`config.mk`:
```
export PLATFORM = sky130hd
export DESIGN_NAME = if_fetch_unit
export DESIGN_NICKNAME = d
export VERILOG_FILES = /design/src/rtl/if_fetch_unit.sv
export SDC_FILE = /design/constraint.sdc
export NUM_CORES = 1
export LEC_CHECK = 0
export ABC_AREA = 1
export CAP_MARGIN = 0
export CELL_PAD_IN_SITES_DETAIL_PLACEMENT = 0
export CELL_PAD_IN_SITES_GLOBAL_PLACEMENT = 1
export CORE_UTILIZATION = 32
export DETAILED_ROUTE_END_ITERATION = 8
export PLACE_DENSITY_LB_ADDON = 0.05
export SYNTH_ARGS = -nofsm -noshare
export SYNTH_HDL_FRONTEND = slang
export SYNTH_SLANG_ARGS = --single-unit
```
`constraint.sdc`:
```
create_clock -name clk -period 2.3 [get_ports clk]
set_input_delay 0.46 -clock clk [delete_from_list [all_inputs] [get_ports clk]]
set_output_delay 0.46 -clock clk [all_outputs]
set_load 0.005 [all_outputs]
```
`src/rtl/if_fetch_unit.sv`:
```
// Instruction-fetch stage: owns the PC, keeps at most one request in flight to a
// variable-latency instruction memory and presents pcadd/inst to the IF/ID register.
module if_fetch_unit #(
    parameter int              PC_W     = 8,
    parameter int              INST_W   = 32,
    parameter logic [PC_W-1:0] RESET_PC = '0
) (
    input  logic              clk,
    input  logic              rst_n,
    input  logic              pcwrite,
    input  logic              redirect,
    input  logic [PC_W-1:0]   redirect_pc,
    output logic              imem_req,
    output logic [PC_W-1:0]   imem_addr,
    input  logic              imem_rvalid,
    input  logic [INST_W-1:0] imem_rdata,
    output logic [PC_W-1:0]   pcadd,
    output logic [INST_W-1:0] inst,
    output logic              inst_valid,
    output logic              fetch_stall
);

    typedef enum logic [1:0] {ISSUE, WAIT, HOLD, DROP} state_t;

    state_t              state_q, state_d;
    logic [PC_W-1:0]     pc_q, pc_d;
    logic [PC_W-1:0]     pcadd_q, pcadd_d;
    logic [INST_W-1:0]   inst_q, inst_d;
    logic                inst_valid_q, inst_valid_d;
    logic [PC_W-1:0]     pc_inc;

    assign pc_inc = pc_q + PC_W'(1);

    always_comb begin
        state_d      = state_q;
        pc_d         = pc_q;
        pcadd_d      = pcadd_q;
        inst_d       = inst_q;
        inst_valid_d = inst_valid_q;
        case (state_q)
            ISSUE: begin
                if (redirect) pc_d = redirect_pc;
                else          state_d = WAIT;
            end
            WAIT: begin
                if (redirect) begin
                    pc_d    = redirect_pc;
                    // a response landing together with the redirect is stale; nothing left to drain
                    state_d = imem_rvalid ? ISSUE : DROP;
                end else if (imem_rvalid) begin
                    inst_d       = imem_rdata;
                    pcadd_d      = pc_inc;
                    inst_valid_d = 1'b1;
                    state_d      = HOLD;
                end
            end
            HOLD: begin
                if (redirect) begin
                    pc_d         = redirect_pc;
                    inst_valid_d = 1'b0;
                    state_d      = ISSUE;
                end else if (pcwrite) begin
                    pc_d         = pc_inc;
                    inst_valid_d = 1'b0;
                    state_d      = ISSUE;
                end
            end
            DROP: begin
                if (redirect)    pc_d = redirect_pc;
                if (imem_rvalid) state_d = ISSUE;
            end
            default: state_d = ISSUE;
        endcase
    end

    always_ff @(posedge clk or negedge rst_n) begin
        if (!rst_n) begin
            state_q      <= ISSUE;
            pc_q         <= RESET_PC;
            pcadd_q      <= '0;
            inst_q       <= '0;
            inst_valid_q <= 1'b0;
        end else begin
            state_q      <= state_d;
            pc_q         <= pc_d;
            pcadd_q      <= pcadd_d;
            inst_q       <= inst_d;
            inst_valid_q <= inst_valid_d;
        end
    end

    // Request is gated by a same-cycle redirect so a stale address never goes out.
    assign imem_req    = rst_n && (state_q == ISSUE) && !redirect;
    assign imem_addr   = pc_q;
    assign pcadd       = pcadd_q;
    assign inst        = inst_q;
    assign inst_valid  = inst_valid_q;
    assign fetch_stall = ~inst_valid_q;

endmodule

```
== Yosys cells after proc, flatten, opt, wreduce, memory -nomap -nowiden ==
Cells that the tools add are included.
Cells by class
  add/sub/neg operators: 1
  eq/ne operators: 10
  mux-type cells: 17
  bitwise gates (word level): 2
  reduce and logical (&&, ||, !) cells: 10
Operator list (number)
  8-bit two-way mux: 3
  8-bit case mux with 2 select lines: 1
  2-bit two-way mux: 7
  8-bit by 1-bit adder with 8-bit output, second input constant: 1
  2-bit != test, second input constant: 4
  2-bit case mux with 4 select lines: 1
  4-bit AND reduction: 2
  3-bit != test, second input constant: 2
  2-bit == test, second input constant: 2
  1-bit two-way mux: 4
  3-bit AND reduction: 1
  3-bit OR reduction: 1
  2-bit by 1-bit == test with 1-bit output, second input constant: 1
  1-bit logical AND: 2
  2-bit zero test: 1
  2-bit by 1-bit != test with 1-bit output, second input constant: 1
  1-bit NOT: 2
  1-bit case mux with 2 select lines: 1
  2-bit AND reduction: 1
  2-bit nonzero test: 1
  1-bit zero test: 1
Storage, ports and cells
  flip-flop bits (word level): 51
  bits of input ports: 45
  output and inout bits: 51
  word-level logic and storage cells: 45

== Logic depth before layout (Yosys ltp) ==
Gate-level depths: netlist (run 1).
  depth in word-level cells: 4
  gate-level depth with buffers: 7
  depth with buffers taken out: 7

== Worst setup path after synthesis (run 1) ==
Ideal clock, no wire load.
  path kind: input-to-output
  start point: input port redirect
  end point: output port imem_req
  arrival time: 869 ps
  data required time: 1840 ps
  slack: 971 ps
  cell stages on the path: 4
  path buffers: 1
  cells stage by stage: buf_6 -> clkinv_1 -> nand2_1 -> nor2_1
On the way
  cells in the longest elaborated chain, start to end: 2
Ends and longest elaborated chain
  start, declared: line 11  | input logic redirect,
  1-bit zero test: line 93  | assign imem_req = rst_n && (state_q == ISSUE) && !redirect;
  1-bit logical AND: line 93
  end, declared: line 13  | output logic imem_req,
Every way passes these cells.

== Final worst setup path (run 1) ==
Ends and elaborated chain as after synthesis.

==> results of run 1 <==
## routing by layer
layer / vias to the layer above / part of all wire (%)
li1: 1060 / -
met1: 950 / 45
met2: 64 / 47
met3: 4 / 6.8
met4: 0 / 0.72
met5: - / 0
## final cells by class
class,count,area share [%]
repair buffers,100,29.1
inverters,12,1.33
multi-input cells,210,25.8
clock inverters,3,0.555
well taps,96,3.55
flip-flops and latches,51,37.7
clock buffers,5,2.03
## flip-flops by register name, summed over array words and instances, names as in the netlist
name,count
pcadd,8
state_q,2
inst_valid,1
inst,32
imem_addr,8
## per-stage QoR
stage	power (W)	setup slack [ps]	cell area, µm²	util (%)	hold slack [ps]
floorplan	0.00211	971	2250	-	164
global placement	0.00308	258	3300	48.5	452
detailed placement	0.00309	231	3300	48.5	458
CTS	0.00363	257	3380	49.8	358
global route	0.00388	204	3380	49.8	402
finish	0.00357	270	3380	49.8	324
## layout by cell type (no fill, tap or decap)
cell type | synthesis | final
nand2_1 | 154 | 154
clkdlybuf4s50_1 | 0 | 94
dfrtp_1 | 51 | 51
nor2_1 | 21 | 21
o21ai_0 | 14 | 14
nand3_1 | 11 | 11
inv_1 | 9 | 9
clkbuf_8 | 0 | 5
buf_4 | 1 | 5
inv_2 | 2 | 2
o21bai_1 | 2 | 2
xnor2_1 | 2 | 2
clkinv_2 | 0 | 2
clkinv_1 | 1 | 1
nand2_2 | 1 | 1
nor3_4 | 1 | 1
a21oi_2 | 1 | 1
xor2_1 | 1 | 1
nor3_1 | 1 | 1
ha_1 | 1 | 1
inv_6 | 0 | 1
buf_2 | 6 | 1
## worst paths after layout
check                      cells past startpoint  slack, ps            to  startpoint
max reg2reg                                    6        870      pcadd[0]  state_q[1]
min                                            2        320  imem_addr[5]       rst_n
min reg2reg                                    2        480      inst[27]    inst[27]
max in group asynchronous                      2       1540  imem_addr[0]       rst_n
max                                            5        270      imem_req    redirect
min in group clk                               2        480      inst[27]    inst[27]
## power by group through the flow
stage	combinational (W)	clock, W	sequential [W]
6_report	0.00154	0.000522	0.00151
5_1_grt	0.00174	0.000582	0.00156
4_1_cts	0.00157	0.000546	0.00151
3_5_place_dp	0.00156	0	0.00153
3_3_place_gp	0.00155	0	0.00153
2_1_floorplan	0.000561	0	0.00155
## cells by family after synthesis
logic type	Yosys count	share of synthesized area (%)
compound gates	17	4.16
xor+xnor	3	1.17
buf+inv	21	4.66
fa+ha+maj	1	0.555
simple gates	189	32.8
flops	51	56.6
==> impl_metrics.json, run 1 <==
{
  "status": "finished clean",
  "clk_latency_ps": 300,
  "power_leakage_nw": 1.64,
  "critPathBufInv": 3,
  "wl_um": 5580,
  "fin_crit_ps": 2030,
  "fin_skew_ps": 3.81,
  "startpoint_type": "input port",
  "syn_area_per_cell_um2": 7.99,
  "grt_max_degree": 52,
  "seqCellArea_um2": 1280,
  "slew_headroom_pct": 54.0,
  "max_slew.worst_pin.slew_ps": 690,
  "overflow": 0,
  "switching_power_w": 0.00116,
  "fillerInstances": 706,
  "instances_no_fill": 477,
  "drive_gt1_share_pct": 4.99,
  "drt_iter0_drc": 91,
  "synth_edf_count": 0,
  "syn_to_final_growth_pct": 50.2,
  "initial_core_util_pct": 33.2,
  "postSynthCellCount": 282,
  "end_kind": "primary output",
  "fin_tns_setup_ps": 0,
  "pwr-share-seq_pct": 42.3,
  "rsz0062_at_grt": "no",
  "met2_usage_pct": 24.6,
  "max_clock_freq_mhz": 493,
  "min_path_type": "input port to async pin",
  "synth_fp_nets": 328,
  "die_x_um": 85.9,
  "use_met3_pct": 4.52,
  "port_buffers": 95,
  "dieArea_um2": 7380,
  "top_usage_layer": "met2",
  "core_area_um2": 6790,
  "cts_setup_buffers": 0,
  "ctsResizeCount": 0,
  "netlist-cell-type-count": 19,
  "power.density_nw_per_um2": 1050,
  "num_vias": 2078,
  "ys_ff_latch": 51,
  "clock_path_buffers": 2,
  "grt_antenna_before_repair": 0,
  "nNetsFinal": 426,
  "grt_usage_pct": 15.9,
  "crit_arrival_ps": 1570,
  "via_per_inst": 4.36,
  "timing.critical_path.mode_cell": "clkdlybuf4s50_1",
  "ys_top_cells_by_area": "dfrtp_1 57%, nand2_1 26%, nor2_1 3.5%",
  "path_clk_slew_ps": 90,
  "async_flop_share_pct": 100,
  "cts_hold_buf": 0,
  "critPathRequiredTime_ps": 1840,
  "cts_tree": "done",
  "layout_worst_path_cycle_share_pct": 88.2,
  "drtAntennaViolNets": 0,
  "finalSetupViolCount": 0,
  "finalHoldViolCount": 0,
  "syn_area_um2": 2250,
  "slew_viol_final": 0,
  "drc": 0,
  "routedWlPerCell_um": 11.7,
  "p_int_w": 0.00240,
  "gp_congestion": 0.833,
  "crit_fanout": 2,
  "netlist_top_cells_count": "154 x nand2_1, 51 x dfrtp_1, 21 x nor2_1",
  "setup.worst_path.class": "input port to primary output",
  "critical_path.top_delay_family": "buffers and inverters",
  "yosys.area.top_type": "dfrtp_1",
  "use_met1_pct": 22.1,
  "crit_chain": "clkdlybuf4s50_1, clkinv_1, nand2_1, nor2_1, clkdlybuf4s50_1",
  "io_pins": 96,
  "grt_pass1_vias": 1920,
  "pwr-share-comb_pct": 43.1,
  "grt_pass1_wl_um": 9180,
  "cts_num_sinks": 51,
  "synth_top_flop_cell": "dfrtp_1",
  "yosys_warnings": 0,
  "cts_root_buf": "clkbuf_8",
  "pwr-share-clk_pct": 14.6,
  "slowest_delay_ps": 500,
  "place_hpwl_um": 3850,
  "crit_path_top_delay_cell": "clkdlybuf4s50_1",
  "cts_buffers": 5,
  "die_y_um": 85.9,
  "maxCapViolations": 0,
  "synth.most_common_cell": "nand2_1",
  "ir_drop_mv": 0.423,
  "synth_top_area_share_pct": 56.6,
  "diodes": 0,
  "switching_share_pct": 32.6,
  "cts-htree-levels": 2,
  "num_rows": 30,
  "seq_area_frac_synth_pct": 56.6,
  "placedCellCount": 469,
  "multi_input_area_um2": 872,
  "dr.pass1.iters": 4
}
No activity file was read; power rests on OpenSTA's default activity.
==> run 2, diff against run 1 <==
CORE_UTILIZATION = 30   (was 32)
SLEW_MARGIN = 20   (was unset)
clock period = 2.2 ns   (was 2.3 ns; I/O delays follow)
==> run 2 against run 1 <==
Against the previous run: clock power increased by 2%; sequential power grew 5%; register-to-register slack worse by 100 ps; flip-flop and latch count stayed put; die area increased by 6.5%; wire length up 2.2%; first-iteration DRC count down 14%; critical path type unchanged; largest power group unchanged.
==> impl_metrics.json, run 2 (synthesized netlist as in run 1, its figures left out) <==
{
  "status": "finished clean",
  "seqCellArea_um2": 1280,
  "wl_um": 5700,
  "gp_congestion": 0.733,
  "crit_chain": "clkdlybuf4s50_1, clkinv_1, nand2_1, nor2_1, clkdlybuf4s50_1",
  "layout_commonest_cell": "nand2_1",
  "clock_path_buffers": 2,
  "fin_skew_ps": 9.03,
  "cts_tree": "done",
  "cts_num_sinks": 51,
  "port_buffers": 95,
  "grt_pass1_wl_um": 8870,
  "num_vias": 2027,
  "min_path_type": "input port to async pin",
  "critPathRequiredTime_ps": 1760,
  "layout_worst_path_cycle_share_pct": 90.9,
  "max_clock_freq_mhz": 500,
  "dr.pass1.iters": 4,
  "cts_hold_buf": 0,
  "largest_reg_flops": 32,
  "timing.hold.ws_ps": 360,
  "die_y_um": 88.7,
  "die_x_um": 88.7,
  "top_usage_layer": "met2",
  "slowest_delay_ps": 500,
  "fin_tns_setup_ps": 0,
  "end_kind": "primary output",
  "via_per_inst": 4.22,
  "met2_usage_pct": 23.8,
  "worstReg2RegStart": "state_q[1]",
  "fin_crit_ps": 2000,
  "drt_iter0_drc": 78,
  "diodes": 0,
  "clk_latency_ps": 300,
  "finalHoldViolCount": 0,
  "power.density_nw_per_um2": 1100,
  "critical_path.top_delay_family": "buffers and inverters",
  "finalSetupViolCount": 0,
  "ctsResizeCount": 0,
  "num_rows": 31,
  "use_met3_pct": 3.45,
  "io_pins": 96,
  "grt_usage_pct": 14.8,
  "syn_to_final_growth_pct": 50.2,
  "grt_antenna_before_repair": 0,
  "grt_pass1_vias": 1838,
  "dieArea_um2": 7860,
  "rsz0062_at_grt": "no",
  "routedWlPerCell_um": 11.9,
  "overflow": 0,
  "max_slew.worst_pin.slew_ps": 709,
  "startpoint_type": "input port",
  "grt_max_degree": 52,
  "crit_start": "redirect",
  "crit_path_top_delay_cell": "clkdlybuf4s50_1",
  "initial_core_util_pct": 31.1,
  "final_cell_mix": "154 x nand2_1, 94 x clkdlybuf4s50_1, 51 x dfrtp_1",
  "path_clk_slew_ps": 100,
  "setup.worst_path.class": "input port to primary output",
  "timing.critical_path.mode_cell": "clkdlybuf4s50_1",
  "power_leakage_nw": 1.64,
  "crit_arrival_ps": 1560,
  "critPathBufInv": 3,
  "slew_headroom_pct": 52.6,
  "multi_input_area_um2": 872,
  "maxCapViolations": 0,
  "slew_viol_final": 0,
  "place_hpwl_um": 3920,
  "cts_root_buf": "clkbuf_8",
  "crit_fanout": 2,
  "drive_gt1_share_pct": 4.72,
  "cts_setup_buffers": 0,
  "core_area_um2": 7250,
  "drtAntennaViolNets": 0,
  "nNetsFinal": 426,
  "cts-htree-levels": 2,
  "ir_drop_mv": 0.350,
  "use_met1_pct": 20.0,
  "cts_buffers": 5,
  "drc": 0,
  "fillerInstances": 751
}
run 2: path summary, 6_finish.rpt:
check / cells past startpoint / slack (ps) / to
worst max-delay path: 5 / 200 / imem_req
min in group clk: 2 / 470 / pcadd[2]
worst min register to register: 2 / 470 / pcadd[2]
max in group asynchronous: 2 / 1410 / pcadd[0]
worst min-delay path: 2 / 360 / inst[7]
worst max register to register: 5 / 770 / pcadd[0]
run 2: cell type report:
type | instances | area share, %
clock buffers | 6 | 2.14
multi-input cells | 210 | 25.8
clock inverters | 2 | 0.370
flip-flops and latches | 51 | 37.7
repair buffers | 100 | 29.0
well taps | 99 | 3.66
inverters | 12 | 1.33
run 2: per-layer routing:
| layer | share of wire, % | vias to the layer above |
|---|---|---|
| met5 | 0 | - |
| met4 | 0.54 | 0 |
| met3 | 5.4 | 4 |
| met2 | 45 | 56 |
| met1 | 49 | 905 |
| li1 | - | 1062 |
run 2: where the power goes:
part / total, W / switching (W) / leakage [nW] / internal, W
combinational: 0.00161 / 0.000656 / 0.967 / 0.000957
sequential: 0.00158 / 0.000246 / 0.629 / 0.00133
clock: 0.000532 / 0.000309 / 0.0412 / 0.000223
run 2: metrics by stage:
stage | util [%] | setup WS (ps) | cell area [µm²] | power [W] | cells
5_1_grt | 46.7 | 106 | 3390 | 0.00406 | 480
3_3_place_gp | 45.5 | 181 | 3300 | 0.00323 | 472
2_1_floorplan | - | 911 | 2250 | 0.00220 | 282
3_5_place_dp | 45.5 | 126 | 3300 | 0.00325 | 472
6_report | 46.7 | 200 | 3390 | 0.00372 | 480
4_1_cts | 46.7 | 186 | 3390 | 0.00379 | 480
==> run 3, diff against run 2 <==
CORE_MARGIN = 2   (was unset)
GPL_TIMING_DRIVEN = 0   (was unset)
==> run 3 against run 2 <==
Against the previous run: power rose by 1.8%; first-iteration DRC count shrank 23%; die area increased by 4.6%.
==> impl_metrics.json, run 3 (synthesized netlist as in run 1, its figures left out) <==
{
  "status": "finished clean",
  "grt_antenna_before_repair": 0,
  "num_rows": 31,
  "min_path_type": "input port to async pin",
  "cts_hold_buf": 0,
  "wl_um": 5710,
  "grt_usage_pct": 14.5,
  "drtAntennaViolNets": 0,
  "via_per_inst": 4.23,
  "fin_tns_setup_ps": 0,
  "setup.worst_path.class": "input port to primary output",
  "critPathRequiredTime_ps": 1760,
  "die_y_um": 90.7,
  "crit_path_top_delay_cell": "clkdlybuf4s50_1",
  "diodes": 0,
  "reg2reg_slack_ps": 780,
  "slowest_delay_ps": 500,
  "worstReg2RegStart": "imem_addr[0]",
  "cts_tree": "done",
  "power.density_nw_per_um2": 1110,
  "final_cell_mix": "154 x nand2_1, 93 x clkdlybuf4s50_1, 51 x dfrtp_1",
  "p_total_w": 0.00379,
  "path_clk_slew_ps": 90,
  "largest_reg_flops": 32,
  "finalHoldViolCount": 0,
  "drive_gt1_share_pct": 5.73,
  "maxCapViolations": 0,
  "cts_root_buf": "clkbuf_8",
  "layout_commonest_cell": "nand2_1",
  "gp_congestion": 0.734,
  "placed_cell_area_um2": 3320,
  "slew_headroom_pct": 68.0,
  "dr.pass1.iters": 4,
  "die_x_um": 90.7,
  "core_area_um2": 7250,
  "max_slew.worst_pin.slew_ps": 481,
  "crit_arrival_ps": 1550,
  "startpoint_type": "input port",
  "cts_buffers": 5,
  "clk_latency_ps": 300,
  "io_pins": 96,
  "crit_start": "rst_n",
  "cts_setup_buffers": 0,
  "crit_fanout": 52,
  "grt_max_degree": 53,
  "fin_crit_ps": 1990,
  "finalSetupViolCount": 0,
  "clock_path_buffers": 2,
  "fin_skew_ps": 3.46,
  "ir_drop_mv": 0.404,
  "place_hpwl_um": 4140,
  "grt_pass1_wl_um": 9690,
  "cts_num_sinks": 51,
  "rsz0062_at_grt": "no",
  "end_kind": "primary output",
  "grt_pass1_vias": 1943,
  "routedWlPerCell_um": 11.8,
  "num_vias": 2043,
  "layout_worst_path_cycle_share_pct": 90.6,
  "overflow": 0,
  "drc": 0,
  "slew_viol_final": 0,
  "final_core_util_pct": 47.1,
  "power_leakage_nw": 1.66,
  "crit_chain": "buf_6, nand2_1, nor2_1, clkdlybuf4s50_1",
  "port_buffers": 94,
  "syn_to_final_growth_pct": 51.7,
  "fin_area_um2": 3420,
  "initial_core_util_pct": 31.1,
  "cts-htree-levels": 2,
  "max_clock_freq_mhz": 502,
  "dieArea_um2": 8220,
  "nNetsFinal": 429,
  "drt_iter0_drc": 60
}
-- run 3: cell count changes in the layout (fill, tap and decap cells not counted) --
cell,change
buf_6,+3
clkinv_2,-1
buf_4,-4
clkbuf_8,+2
buf_2,+5
clkinvlp_4,-1
clkdlybuf4s50_1,-1
-- run 3: final cells by class --
class | instances | area [µm²]
flip-flops and latches | 51 | 1280
multi-input cells | 210 | 872
fillers | 768 | 3830
repair buffers | 94 | 942
plain buffers | 9 | 60.1
clock buffers | 8 | 100
well taps | 99 | 124
inverters | 12 | 45.0
-- run 3: what timing repair did --
item,CTS,global route
hold endpoints to repair,0,0
endpoints found under the setup margin,1,0
resized for setup,1,0
-- run 3: critical path: cells and delay by family --
family	cells	cell delay (ps)
buffers and inverters	2	880
and+or+nand+nor	2	210
-- run 3: power breakdown --
group          internal, W  leakage [nW]  switching (W)  total [W]
logic             0.000969         0.979       0.000659    0.00163
clock network     0.000288        0.0515       0.000300   0.000588
registers          0.00133         0.629       0.000244    0.00158
total              0.00259          1.66        0.00120    0.00379
-- run 3: final timing paths --
kind / depth (start not counted) / to
max: 4 / imem_req
min: 1 / inst[4]
max reg2reg: 6 / imem_addr[6]
min reg2reg: 2 / inst[8]
max in group asynchronous: 1 / inst[29]
min in group clk: 2 / inst[8]
-- run 3: stage by stage --
| step | cells | setup slack, ps | hold WS [ps] |
|---|---|---|---|
| global route | 483 | 49.9 | 112 |
| detailed placement | 475 | -10.9 | 457 |
| floorplan | 282 | 911 | 144 |
| global placement | 475 | -1820 | 452 |
| finish | 483 | 206 | 78.9 |
| CTS | 483 | 160 | 98.7 |
-- run 3: layer usage --
layer / up-vias / GRT usage (%) / wire length [µm]
li1: 1066 / - / -
met1: 918 / 19.8 / 2740
met2: 54 / 23.2 / 2610
met3: 5 / 3.67 / 313
met4: 0 / 3.08 / 51
met5: - / 0 / 0
